--- src/rtl/pong_game_core.sv ---
// Pong engine: ball/paddle state, scoring, serve delay, game FSM and a
// registered one-pixel renderer for the raster position being requested.
module pong_game_core #(
  parameter int H_ACTIVE    = 780,
  parameter int V_ACTIVE    = 480,
  parameter int BORDER      = 4,
  parameter int PADDLE_H    = 75,
  parameter int PADDLE_W    = 10,
  parameter int BALL_SIZE   = 16,
  parameter int STEP_DIV    = 91072,
  parameter int SERVE_DELAY = 67108864,
  parameter int SCORE_MAX   = 9,
  parameter int SCORE_W     = 4
) (
  input  logic               VGA_CLOCK,
  input  logic               RESET,
  input  logic               START,
  input  logic [7:0]         PADDLE_A_POSITION,
  input  logic [7:0]         PADDLE_B_POSITION,
  input  logic [10:0]        PIXEL_H,
  input  logic [10:0]        PIXEL_V,
  output logic [10:0]        BALL_H,
  output logic [10:0]        BALL_V,
  output logic [SCORE_W-1:0] SCORE_A,
  output logic [SCORE_W-1:0] SCORE_B,
  output logic [1:0]         STATE,
  output logic [2:0]         PIXEL
);

  // Playfield geometry, all in 12-bit unsigned so sums never wrap.
  localparam logic [11:0] HMAX    = 12'(H_ACTIVE - 1 - BORDER);
  localparam logic [11:0] VMAX    = 12'(V_ACTIVE - 1 - BORDER);
  localparam logic [11:0] BRD     = 12'(BORDER);
  localparam logic [11:0] WALL_LO = 12'(BORDER + 1);
  localparam logic [11:0] WALL_HI = 12'(V_ACTIVE - 2 - BORDER);
  localparam logic [11:0] PA_L    = 12'(BORDER + 6);
  localparam logic [11:0] PA_R    = 12'(BORDER + 6 + PADDLE_W);
  localparam logic [11:0] PB_R    = 12'(H_ACTIVE - 6 - BORDER);
  localparam logic [11:0] PB_L    = 12'(H_ACTIVE - 6 - BORDER - PADDLE_W);
  localparam logic [11:0] BS      = 12'(BALL_SIZE);
  localparam logic [11:0] BS_M1   = 12'(BALL_SIZE - 1);
  localparam logic [11:0] PH_M1   = 12'(PADDLE_H - 1);
  localparam logic [11:0] PAD_MAX = 12'(V_ACTIVE - 1 - BORDER - PADDLE_H);
  localparam logic [11:0] NET_L   = 12'(H_ACTIVE / 2 - 1);
  localparam logic [11:0] NET_R   = 12'(H_ACTIVE / 2);
  localparam logic [10:0] CH      = 11'((H_ACTIVE - BALL_SIZE) / 2);
  localparam logic [10:0] CV      = 11'((V_ACTIVE - BALL_SIZE) / 2);

  localparam int DLY_W  = (SERVE_DELAY > 1) ? $clog2(SERVE_DELAY) : 1;
  localparam int STEP_W = (STEP_DIV > 1) ? $clog2(STEP_DIV) : 1;
  localparam logic [DLY_W-1:0]   DLY_LOAD  = DLY_W'(SERVE_DELAY - 1);
  localparam logic [STEP_W-1:0]  STEP_LAST = STEP_W'(STEP_DIV - 1);
  localparam logic [SCORE_W-1:0] SMAX      = SCORE_W'(SCORE_MAX);

  typedef enum logic [1:0] {
    ST_IDLE  = 2'd0,
    ST_SERVE = 2'd1,
    ST_PLAY  = 2'd2,
    ST_OVER  = 2'd3
  } state_t;

  state_t              state_q, state_d;
  logic [SCORE_W-1:0]  score_a_q, score_a_d, score_b_q, score_b_d;
  logic [10:0]         ball_h_q, ball_h_d, ball_v_q, ball_v_d;
  logic                right_q, right_d, down_q, down_d;
  logic [STEP_W-1:0]   step_q, step_d;
  logic [DLY_W-1:0]    dly_q, dly_d;
  logic [11:0]         pa_pos_q, pa_pos_d, pb_pos_q, pb_pos_d;
  logic [2:0]          pixel_q, pixel_d;

  logic [11:0]         pa_raw, pb_raw, bh12, bv12, ph12, pv12;
  logic [SCORE_W-1:0]  sa_inc, sb_inc;
  logic                overlap_a, overlap_b;
  logic                on_pa, on_pb, on_border, on_ball, on_net;

  assign pa_raw   = {3'b000, PADDLE_A_POSITION, 1'b0};
  assign pb_raw   = {3'b000, PADDLE_B_POSITION, 1'b0};
  assign pa_pos_d = (pa_raw > PAD_MAX) ? PAD_MAX : pa_raw;
  assign pb_pos_d = (pb_raw > PAD_MAX) ? PAD_MAX : pb_raw;

  assign bh12 = {1'b0, ball_h_q};
  assign bv12 = {1'b0, ball_v_q};
  assign ph12 = {1'b0, PIXEL_H};
  assign pv12 = {1'b0, PIXEL_V};

  // Scores stick at the maximum rather than wrapping.
  assign sa_inc = (score_a_q >= SMAX) ? SMAX : score_a_q + SCORE_W'(1);
  assign sb_inc = (score_b_q >= SMAX) ? SMAX : score_b_q + SCORE_W'(1);

  assign overlap_a = (bv12 + BS_M1 >= pa_pos_q) && (bv12 <= pa_pos_q + PH_M1);
  assign overlap_b = (bv12 + BS_M1 >= pb_pos_q) && (bv12 <= pb_pos_q + PH_M1);

  assign on_pa = (ph12 >= PA_L) && (ph12 <= PA_R) &&
                 (pv12 >= pa_pos_q) && (pv12 <= pa_pos_q + PH_M1);
  assign on_pb = (ph12 >= PB_L) && (ph12 <= PB_R) &&
                 (pv12 >= pb_pos_q) && (pv12 <= pb_pos_q + PH_M1);
  assign on_border = (ph12 <= BRD) || (ph12 >= HMAX) || (pv12 <= BRD) || (pv12 >= VMAX);
  assign on_ball = ((state_q == ST_PLAY) || (state_q == ST_OVER)) &&
                   (ph12 >= bh12) && (ph12 <= bh12 + BS_M1) &&
                   (pv12 >= bv12) && (pv12 <= bv12 + BS_M1);
  assign on_net = PIXEL_V[4] && ((ph12 == NET_L) || (ph12 == NET_R));

  // Paddle positions are resampled every clock, independent of game reset.
  always_ff @(posedge VGA_CLOCK) begin
    pa_pos_q <= pa_pos_d;
    pb_pos_q <= pb_pos_d;
  end

  // Game state register with synchronous reset.
  always_ff @(posedge VGA_CLOCK) begin
    if (RESET) begin
      state_q   <= ST_IDLE;
      score_a_q <= '0;
      score_b_q <= '0;
      ball_h_q  <= CH;
      ball_v_q  <= CV;
      right_q   <= 1'b1;
      down_q    <= 1'b1;
      step_q    <= '0;
      dly_q     <= '0;
      pixel_q   <= 3'b000;
    end else begin
      state_q   <= state_d;
      score_a_q <= score_a_d;
      score_b_q <= score_b_d;
      ball_h_q  <= ball_h_d;
      ball_v_q  <= ball_v_d;
      right_q   <= right_d;
      down_q    <= down_d;
      step_q    <= step_d;
      dly_q     <= dly_d;
      pixel_q   <= pixel_d;
    end
  end

  // Next-state logic: FSM, ball motion on ticks, scoring and pixel priority.
  always_comb begin
    state_d   = state_q;
    score_a_d = score_a_q;
    score_b_d = score_b_q;
    ball_h_d  = ball_h_q;
    ball_v_d  = ball_v_q;
    right_d   = right_q;
    down_d    = down_q;
    step_d    = step_q;
    dly_d     = dly_q;

    unique case (state_q)
      ST_IDLE: begin
        if (START) begin
          dly_d   = DLY_LOAD;
          state_d = ST_SERVE;
        end
      end
      ST_SERVE: begin
        if (dly_q == '0) begin
          state_d = ST_PLAY;
          step_d  = '0;
        end else begin
          dly_d = dly_q - DLY_W'(1);
        end
      end
      ST_PLAY: begin
        if (step_q == STEP_LAST) begin
          step_d = '0;
          // Vertical: bounce off top/bottom walls.
          if (down_q) begin
            if (bv12 + BS == WALL_HI) begin
              down_d   = 1'b0;
              ball_v_d = ball_v_q - 11'd1;
            end else begin
              ball_v_d = ball_v_q + 11'd1;
            end
          end else begin
            if (bv12 == WALL_LO) begin
              down_d   = 1'b1;
              ball_v_d = ball_v_q + 11'd1;
            end else begin
              ball_v_d = ball_v_q - 11'd1;
            end
          end
          // Horizontal: paddle bounce beats miss; a miss recentres the ball.
          if (right_q) begin
            if ((bh12 + BS == PB_L) && overlap_b) begin
              right_d  = 1'b0;
              ball_h_d = ball_h_q - 11'd1;
            end else if (bh12 + BS == HMAX) begin
              score_a_d = sa_inc;
              ball_h_d  = CH;
              ball_v_d  = CV;
              down_d    = down_q;
              right_d   = 1'b1;
              if (sa_inc == SMAX) begin
                state_d = ST_OVER;
              end else begin
                dly_d   = DLY_LOAD;
                state_d = ST_SERVE;
              end
            end else begin
              ball_h_d = ball_h_q + 11'd1;
            end
          end else begin
            if ((bh12 == PA_R + 12'd1) && overlap_a) begin
              right_d  = 1'b1;
              ball_h_d = ball_h_q + 11'd1;
            end else if (bh12 == WALL_LO) begin
              score_b_d = sb_inc;
              ball_h_d  = CH;
              ball_v_d  = CV;
              down_d    = down_q;
              right_d   = 1'b0;
              if (sb_inc == SMAX) begin
                state_d = ST_OVER;
              end else begin
                dly_d   = DLY_LOAD;
                state_d = ST_SERVE;
              end
            end else begin
              ball_h_d = ball_h_q - 11'd1;
            end
          end
        end else begin
          step_d = step_q + STEP_W'(1);
        end
      end
      ST_OVER: begin
        if (START) begin
          score_a_d = '0;
          score_b_d = '0;
          ball_h_d  = CH;
          ball_v_d  = CV;
          dly_d     = DLY_LOAD;
          state_d   = ST_SERVE;
        end
      end
      default: state_d = ST_IDLE;
    endcase

    if (on_pa || on_pb)  pixel_d = 3'b111;
    else if (on_border)  pixel_d = 3'b100;
    else if (on_ball)    pixel_d = 3'b001;
    else if (on_net)     pixel_d = 3'b110;
    else                 pixel_d = 3'b000;
  end

  assign BALL_H  = ball_h_q;
  assign BALL_V  = ball_v_q;
  assign SCORE_A = score_a_q;
  assign SCORE_B = score_b_q;
  assign STATE   = state_q;
  assign PIXEL   = pixel_q;

endmodule

--- config.mk ---
export PLATFORM = sky130hd
export DESIGN_NAME = pong_game_core
export DESIGN_NICKNAME = d
export VERILOG_FILES = /design/src/rtl/pong_game_core.sv
export SDC_FILE = /design/constraint.sdc
export NUM_CORES = 1
export LEC_CHECK = 0
export ABC_AREA = 1
export BUFFER_PORTS_ARGS = -buffer_cell sky130_fd_sc_hd__buf_2
export CAP_MARGIN = 30
export CELL_PAD_IN_SITES_DETAIL_PLACEMENT = 0
export CELL_PAD_IN_SITES_GLOBAL_PLACEMENT = 2
export CORE_MARGIN = 2
export CORE_UTILIZATION = 37
export DETAILED_ROUTE_END_ITERATION = 12
export GPL_ROUTABILITY_DRIVEN = 0
export HOLD_SLACK_MARGIN = 0.06
export PLACE_DENSITY = 0.94
export SETUP_SLACK_MARGIN = 0.2
export SKIP_LAST_GASP = 1
export SYNTH_ARGS = -nofsm -noshare
export SYNTH_HDL_FRONTEND = slang
export SYNTH_SLANG_ARGS = --single-unit
export TNS_END_PERCENT = 10
--- constraint.sdc ---
create_clock -name VGA_CLOCK -period 7.45 [get_ports VGA_CLOCK]
set_clock_uncertainty 0.1 [all_clocks]
set_input_delay 0.745 -clock VGA_CLOCK [delete_from_list [all_inputs] [get_ports VGA_CLOCK]]
set_output_delay 0.745 -clock VGA_CLOCK [all_outputs]
set_load 0.1 [all_outputs]
; Word-level counts from Yosys, hierarchy flattened
; Index checks and enable logic that the tools add are counted.
[word_totals]
ff_bits = 104
output_inout_bits = 35
elab_cells = 191
[classes]
add_sub_neg = 14
n_lt_le_gt_ge = 24
eq_ne = 33
mux = 72
reduce_logical = 34
[ops]
columns = cell, n
row1 = $mux W26, 10
row2 = $mux W11, 17
row3 = $pmux W26 S3, 1
row4 = $le A11 B12 Y1, 6
row5 = $mux W4, 11
row6 = $pmux W11 S2, 2
row7 = $mux W17, 2
row8 = $pmux W17 S2, 1
row9 = $logic_not A26 Y1, 1
row10 = $sub A26 B1 Y26 const B, 1
row11 = $add A11 B4 Y12 const B, 2
row12 = $add A11 B5 Y12 const B, 2
row13 = $add A12 B7 Y12 const B, 2
row14 = $eq A12 B10 Y1 const B, 2
row15 = $ge A11 B12 Y1, 2
row16 = $ge A12 B12 Y1, 2
row17 = $add A11 B1 Y11 const B, 2
row18 = $eq A11 B3 Y1 const B, 2
row19 = $eq A11 B9 Y1 const B, 2
row20 = $ge A11 B10 Y1 const B, 2
row21 = $ge A11 B11 Y1, 2
row22 = $le A11 B3 Y1 const B, 2
row23 = $sub A11 B1 Y11 const B, 2
row24 = $mux W2, 10
row25 = other kinds (33), 89

; Longest topological paths before layout
; Gate-level depths: netlist (run 1).
[depth]
depth_word = 9
ltp_mapped = 24
depth_no_buf = 23

; Worst setup path before layout (run 1)
; No wires, ideal clock.
[synth_path]
path_kind = flip-flop to flip-flop
start = register ball_v_q[0], in the netlist BALL_V[0]
end = register ball_h_q[1], in the netlist BALL_H[1]
setup_ns = 0.117
t_arrival_ns = 3.405
required_time_ns = 7.233
setup_slack_ns = 3.829
path_stages_with_launch = 18
path_buffers = 0
period_less_slack_ns = 3.621
cell_sequence = dfxtp_1 > inv_1 > ha_1 > nand3_1 > nand2_1 > xor2_1 > ha_1 > nand2_1 > inv_1 > a31o_2 > a21oi_1 > a21oi_1 > nand3_1 > o21ai_0 > nor2_1 > nand2_1 > nand2_1 > nand2_1
[synth_between]
elab_chain_len = 8
elab_cells_between_ends = 14
[synth_lines]
columns = item, line
row1 = "start, declared", 64  ; logic [10:0] ball_h_q, ball_h_d, ball_v_q, ball_v_d;
row2 = "start signal, assigned", 127  ; ball_v_q <= ball_v_d;
row3 = $add A11 B4 Y12, "90, 91"
row4 = "$ge A12 B12 Y1, on equally long branches", "90, 91"
row5 = "$logic_and A1 B1 Y1, on equally long branches", "90, 91"
row6 = "$logic_and A1 B1 Y1, on equally long branches", "203, 184"
row7 = "$mux W11, on equally long branches", "203, 184"
row8 = $mux W11 (*), 183  ; if (right_q) begin
row9 = $mux W11 (*), 164  ; if (step_q == STEP_LAST) begin
row10 = $pmux W11 S2 (*), 148  ; unique case (state_q)
row11 = "end signal, assigned", 126  ; ball_h_q <= ball_h_d;
row12 = "end, declared", 64
; Every way passes the cells marked *; elsewhere a longest branch is shown, timed or not. The select of a mux whose other input is x is not followed.
; A chain may end at the register's enable or synchronous reset.

; Final worst setup path (run 1)
; Ends and elaborated chain as after synthesis.

==> flow_metrics.py, run 1 <==
metrics = {
    "worst_setup_path": {
        "cp-start-kind": "flip-flop",
        "crit_top_cell": "nand2_1",
        "cp.arrival_ps": 3550,
        "path_cells": "inv_1 > ha_1 > nand3_1 > nand2_1 > xor2_1 > ha_1 > nand2_1 > inv_1 > a31o_2 > a21oi_1 > a21oi_1 > nand3_1 > o21ai_0 > nor2_1 > nand2_1 > nand2_1 > nand2_1",
        "path_class": "reg -> reg",
        "slowest_stage": "dfxtp_1",
        "cp_max_fo": 9,
        "cpPeakStageDelay_ps": 560,
        "crit_required_ps": 7600,
        "r2r_slack_ps": 4050,
        "cp-end-kind": "flip-flop",
    },
    "final_layout": {
        "drive_above_1_share_pct": 10.4,
        "antenna_cells": 0,
        "final_area_sq_um": 10300,
        "syn2layout_area_growth_pct": 9.47,
        "fin_nets": 1649,
    },
    "die": {
        "start_util_pct": 37.6,
        "die_y_um": 164,
        "dieArea_sq_um": 26800,
        "die_w_um": 164,
        "core_sq_um": 25100,
        "rows": 58,
        "io_pins": 76,
    },
    "outcome": {
        "status": "finished clean",
    },
    "power": {
        "internal_power_uw": 1350,
        "vdd_drop_max_uv": 211,
        "p_clk_share_pct": 16.6,
        "netSwitchingPower_uw": 1620,
        "swShare_pct": 54.6,
        "seqPwrFrac_pct": 26.7,
        "p_total_uw": 2970,
        "p_leak_uw": 0.00484,
        "combPwrFrac_pct": 56.7,
        "cellPowerDensity_nw_per_um2": 288,
    },
    "synth": {
        "synth-seq-area-share_pct": 20.4,
        "netlist_instances": 1435,
        "synth.area.top_cells": "dfxtp_1 20%, ha_1 17%, nand2_1 11%, inv_1 7.4%, a21oi_1 5.8%",
        "syn-cell-area_sq_um": 9440,
        "synthFlopType": "dfxtp_1",
        "netlist.area_leader.share_pct": 20.4,
        "yosysTopAreaCell": "dfxtp_1",
        "syn_nets": 1601,
        "synth_edf_count": 0,
        "synth_most_common_cell": "nand2_1",
        "synth.distinct_cells": 58,
        "ys_ff_latch": 96,
        "async_flop_share_pct": 0,
        "avgSynthCellArea_sq_um": 6.58,
        "synthTopCellsByCount": "281 x nand2_1, 186 x inv_1, 129 x nor2_1",
        "yosysWarnings": 0,
    },
    "detailed_routing": {
        "vias_per_cell": 5.21,
        "drtIter0Drc": 618,
        "drc": 0,
        "ant_nets": 0,
        "wl_per_cell_um": 15.9,
        "firstDrtPassIters": 5,
        "routed_wl_um": 28800,
        "vias": 9473,
    },
    "sta": {
        "setup_tns_ps": 0,
        "drv_slew": 0,
        "holdWs_ps": 383,
        "fmax_mhz": 294,
        "slew_headroom_pct": 35.7,
        "finalSetupViolCount": 0,
        "period_needed_ps": 3400,
        "rsz0062_at_grt": "false",
        "finalHoldViolations": 0,
        "worst_pin_slew_ps": 964,
        "finalCritPeriodShare_pct": 45.6,
    },
    "cts": {
        "cts_tree": "built",
        "clkLatencyLatePin_ps": 360,
        "numCtsBuffers": 9,
        "clockBufferDepth": 2,
        "root_buffer": "clkbuf_16",
        "cts_resized": 0,
        "cts.sinks": 96,
        "clkTransAtPathRegs_ps": 90,
        "cts_htree_levels": 3,
        "post_cts_buffers": 0,
        "cts_hold_buf": 0,
    },
    "hold_path": {
        "hold_path.class": "reg -> reg",
    },
    "placement": {
        "detailed_place.area_sq_um": 10000,
        "hpwl_um": 22500,
        "io_buffers": 75,
    },
    "global_routing": {
        "grt_pass1_wl_um": 46300,
        "grt_pass1_vias": 8848,
        "track_usage_pct": 21.9,
        "antenna_found_initial": 0,
        "grt_overflow": 0,
        "grt_max_degree": 53,
    },
    "job": {
        "drv_cap": 0,
    },
}
==> per-stage QoR <==
step | std cells | util (%) | setup slack (ps)
2_1_floorplan | 1435 | - | 3830
3_3_place_gp | 1801 | 39.8 | 4170
3_5_place_dp | 1802 | 39.9 | 4100
4_1_cts | 1818 | 41.1 | 4090
5_1_grt | 1818 | 41.1 | 3740
6_report | 1818 | 41.1 | 4050
==> worst paths after layout <==
| path | from | endpoint | cells past startpoint |
|---|---|---|---|
| max | BALL_V[0] | BALL_H[1] | 17 |
| max reg2reg | BALL_V[0] | BALL_H[1] | 17 |
| min | dly_q[11] | dly_q[11] | 2 |
| min reg2reg | dly_q[11] | dly_q[11] | 2 |
==> worst max-delay path: cells and delay by family, from the launching register on <==
| family | cells | cell delay (ps) |
|---|---|---|
| flops | 1 | 560 |
| buf+inv | 2 | 310 |
| xor+xnor | 1 | 270 |
| compound gates | 4 | 620 |
| simple gates | 8 | 820 |
| fa+ha+maj | 2 | 600 |
==> logic make-up (layout without fill, tap and decap cells) <==
| logic type | after synthesis | after routing | share of synthesized area [%] |
|---|---|---|---|
| flops | 96 | 96 | 20.4 |
| simple gates | 657 | 657 | 32.1 |
| compound gates | 275 | 275 | 16.9 |
| buf+inv | 244 | 297 | 10.6 |
| xor+xnor | 38 | 38 | 3.53 |
| fa+ha+maj | 125 | 125 | 16.6 |
==> area by class of cell <==
class                      instances  area (sq um)
sequential                        96          1920
tap                              330           413
fill                            2712         14800
clock buffer                       9           225
timing repair buffer              76           403
clock inverter                     7          80.1
multi-input combinational       1095          6520
inverter                         205           769
==> cell usage in the layout (no fill, tap or decap), types with 6 or more instances in the layout <==
cell type,Yosys,layout
dfxtp_1,96,96
nor3_1,46,46
o21ai_0,94,94
nand4_1,37,37
a211oi_2,9,9
nand2_1,281,281
xor2_1,34,34
nor2_4,6,6
a211oi_1,9,9
o21ai_1,11,11
a31oi_1,6,6
inv_2,17,17
nor4_1,10,10
nand3b_1,6,6
nor2_1,129,129
nand3_1,109,109
buf_2,11,75
o211ai_1,10,10
ha_1,125,125
clkbuf_16,0,9
inv_1,186,186
a21oi_1,109,109
==> state kept, by name, indices dropped and copies added, names as in the netlist <==
register and flops:
BALL_H 11, BALL_V 11, pb_pos_q 8, right_q 1, pa_pos_q 8, PIXEL 3, dly_q 26, STATE 2
step_q 17, SCORE_B 4, SCORE_A 4, down_q 1
==> power groups by stage <==
stage	Clock (uW)	Sequential [uW]	Combinational [uW]
floorplan	0	1100	1050
global placement	0	804	1670
detailed placement	0	803	1680
CTS	506	792	1690
global route	524	816	1890
finish	492	793	1680
==> layer usage <==
metal,track usage (%),up-vias,share of wire [%]
li1,-,4938,-
met3,3.01,32,5.0
met5,0,-,0
met4,5.86,0,1.7
met2,36.6,204,46
met1,29.5,4299,47
Note: power is estimated with default switching activity, not from simulation.
==> run 2: changes to the inputs <==
CORE_UTILIZATION = 34   (was 37)
PLACE_DENSITY = 0.88   (was 0.94)
clock period = 3.2 ns   (was 7.45 ns; I/O delays follow)
==> run 2 against run 1 <==
Net effect: first-iteration DRC count shrank 9.1%; power grew 140%; maximum frequency grew 19%; clock-buffer cell count is the same; non-clock buffer count grew 45; die area grew 8.6%; utilization shrank 0.90 points; via count grew 3.0%; critical path depth grew 1; register-to-register slack lost 3700 ps; highest routed layer is now met5; cell count grew 4.9%; sequential share of layout area shrank 0.66 points.
==> flow_metrics.py, run 2 (synthesized netlist as in run 1, its figures left out) <==
metrics = {
    "sta": {
        "slew_headroom_pct": 54.3,
        "drv_slew": 0,
        "worst_pin_slew_ps": 686,
        "finalSetupViolCount": 0,
        "fmax_mhz": 351,
        "setup_tns_ps": 0,
        "finalHoldViolations": 0,
        "period_needed_ps": 2850,
        "rsz0062_at_grt": "true",
        "finalCritPeriodShare_pct": 89.1,
    },
    "detailed_routing": {
        "ant_nets": 0,
        "vias": 9756,
        "firstDrtPassIters": 5,
        "drc": 0,
        "routed_wl_um": 30700,
        "vias_per_cell": 5.12,
        "drtIter0Drc": 562,
        "wl_per_cell_um": 16.1,
    },
    "cts": {
        "cts.sinks": 96,
        "clkLatencyLatePin_ps": 380,
        "clkTransAtPathRegs_ps": 80,
        "clockBufferDepth": 2,
        "cts_tree": "built",
        "cts_htree_levels": 3,
        "root_buffer": "clkbuf_16",
        "numCtsBuffers": 9,
    },
    "final_layout": {
        "regArea_sq_um": 1960,
        "syn2layout_area_growth_pct": 15.6,
        "nFillCells": 2888,
        "layout_commonest_cell": "nand2_1",
        "regMostFlops": "dly_q",
        "top_regs": "dly_q (26), step_q (17)",
        "antenna_cells": 0,
        "multi_input_area_sq_um": 6660,
        "largest_reg_flops": 26,
        "layout_common_cells": "278 x nand2_1, 183 x inv_1, 129 x nor2_1",
        "fin_nets": 1696,
        "final_area_sq_um": 10900,
        "drive_above_1_share_pct": 15.4,
    },
    "global_routing": {
        "grt_pass1_vias": 9100,
        "grt_overflow": 0,
        "use_met3_pct": 3.12,
        "antenna_found_initial": 1,
        "use_met1_pct": 28.1,
        "grt_pass1_wl_um": 48500,
        "track_usage_pct": 21.1,
        "grt.busiest_layer": "met2",
        "met2_usage_pct": 35.3,
        "grt_max_degree": 53,
    },
    "die": {
        "die_w_um": 171,
        "start_util_pct": 34.8,
        "die_y_um": 171,
        "core_sq_um": 27100,
        "dieArea_sq_um": 29100,
        "rows": 60,
        "io_pins": 76,
    },
    "worst_setup_path": {
        "crit_top_cell": "nand2_1",
        "cp.arrival_ps": 2990,
        "slowest_stage": "dfxtp_2",
        "crit_required_ps": 3340,
        "path_class": "reg -> reg",
        "path_cells": "inv_2 > nand2_1 > nor2_1 > nand2_1 > inv_1 > o21ai_0 > o21ai_0 > ha_1 > a21o_1 > o21ai_0 > nand2_1 > nand3_1 > and2_0 > nand2_1 > nand2_1 > nand2_1 > nor2_1 > nor2_1",
        "cp-start-kind": "flip-flop",
        "cpPeakStageDelay_ps": 420,
        "cp-end-kind": "flip-flop",
        "cp_max_fo": 7,
    },
    "power": {
        "p_leak_uw": 0.00509,
        "vdd_drop_max_uv": 341,
        "cellPowerDensity_nw_per_um2": 663,
    },
    "placement": {
        "io_buffers": 75,
        "detailed_place.area_sq_um": 10300,
        "hpwl_um": 23600,
    },
    "job": {
        "drv_cap": 0,
    },
    "outcome": {
        "status": "finished clean",
    },
    "hold_path": {
        "hold_path.class": "in -> reg",
    },
}
[run 2: cell types whose count changed in the layout (fill, tap and decap cells not counted), sizes merged]
cell,previous run,this run
buf,76,116
inv,207,205
clkinv,4,5
nand4,41,43
dlygate4sd3,0,5
clkinvlp,1,2
[run 2: worst paths after layout]
| check | from | endpoint | slack [ps] | cells past startpoint |
|---|---|---|---|---|
| max | BALL_H[2] | PIXEL[2] | 350 | 18 |
| min reg2reg | dly_q[11] | dly_q[11] | 390 | 2 |
| max reg2reg | BALL_H[2] | PIXEL[2] | 350 | 18 |
| min | PADDLE_A_POSITION[3] | pa_pos_q[4] | 70 | 3 |
[run 2: layout make-up]
cell class / count / area share [%]
Clock inverter: 7 / 0.780
Multi-Input combinational cell: 1097 / 61.1
Clock buffer: 9 / 2.07
Inverter: 205 / 7.09
Timing Repair Buffer: 121 / 6.79
Sequential cell: 96 / 17.9
Tap cell: 372 / 4.27
[run 2: timing repair]
item,CTS,global route
gates resized for setup,1,31
cloned,0,2
hold endpoints to repair,5,0
pin swaps,0,5
endpoints found under the setup margin,2,33
hold buffers,5,0
setup buffers,0,11
[run 2: layer usage]
metal	wire length, um	share of wire [%]
met1	14600	48
met4	630	2.1
met5	13	0.042
met2	14100	46
met3	1290	4.2
[run 2: worst max-delay path: cells and delay by family (launching register included)]
kind	cells	cell delay, ps
simple gates	11	980
compound gates	4	640
flops	1	420
fa+ha+maj	1	310
buf+inv	2	280
[run 2: where the power goes]
group	switching (uW)	total [uW]	internal (uW)
Clock	607	1170	563
Sequential	324	1820	1500
Combinational	3020	4230	1220
[run 2: stage by stage]
step | util (%) | hold slack [ps] | worst slack (ps) | total power, uW | cells
final | 40.2 | 72.4 | 349 | 7230 | 1907
after global routing | 40.2 | 85.9 | 132 | 7800 | 1907
after CTS | 39.4 | 60.6 | 233 | 7140 | 1894
after detailed placement | 38.0 | 342 | 200 | 5930 | 1873
after global placement | 38.0 | 338 | 212 | 5910 | 1873
after floorplan | - | 310 | 178 | 5030 | 1435
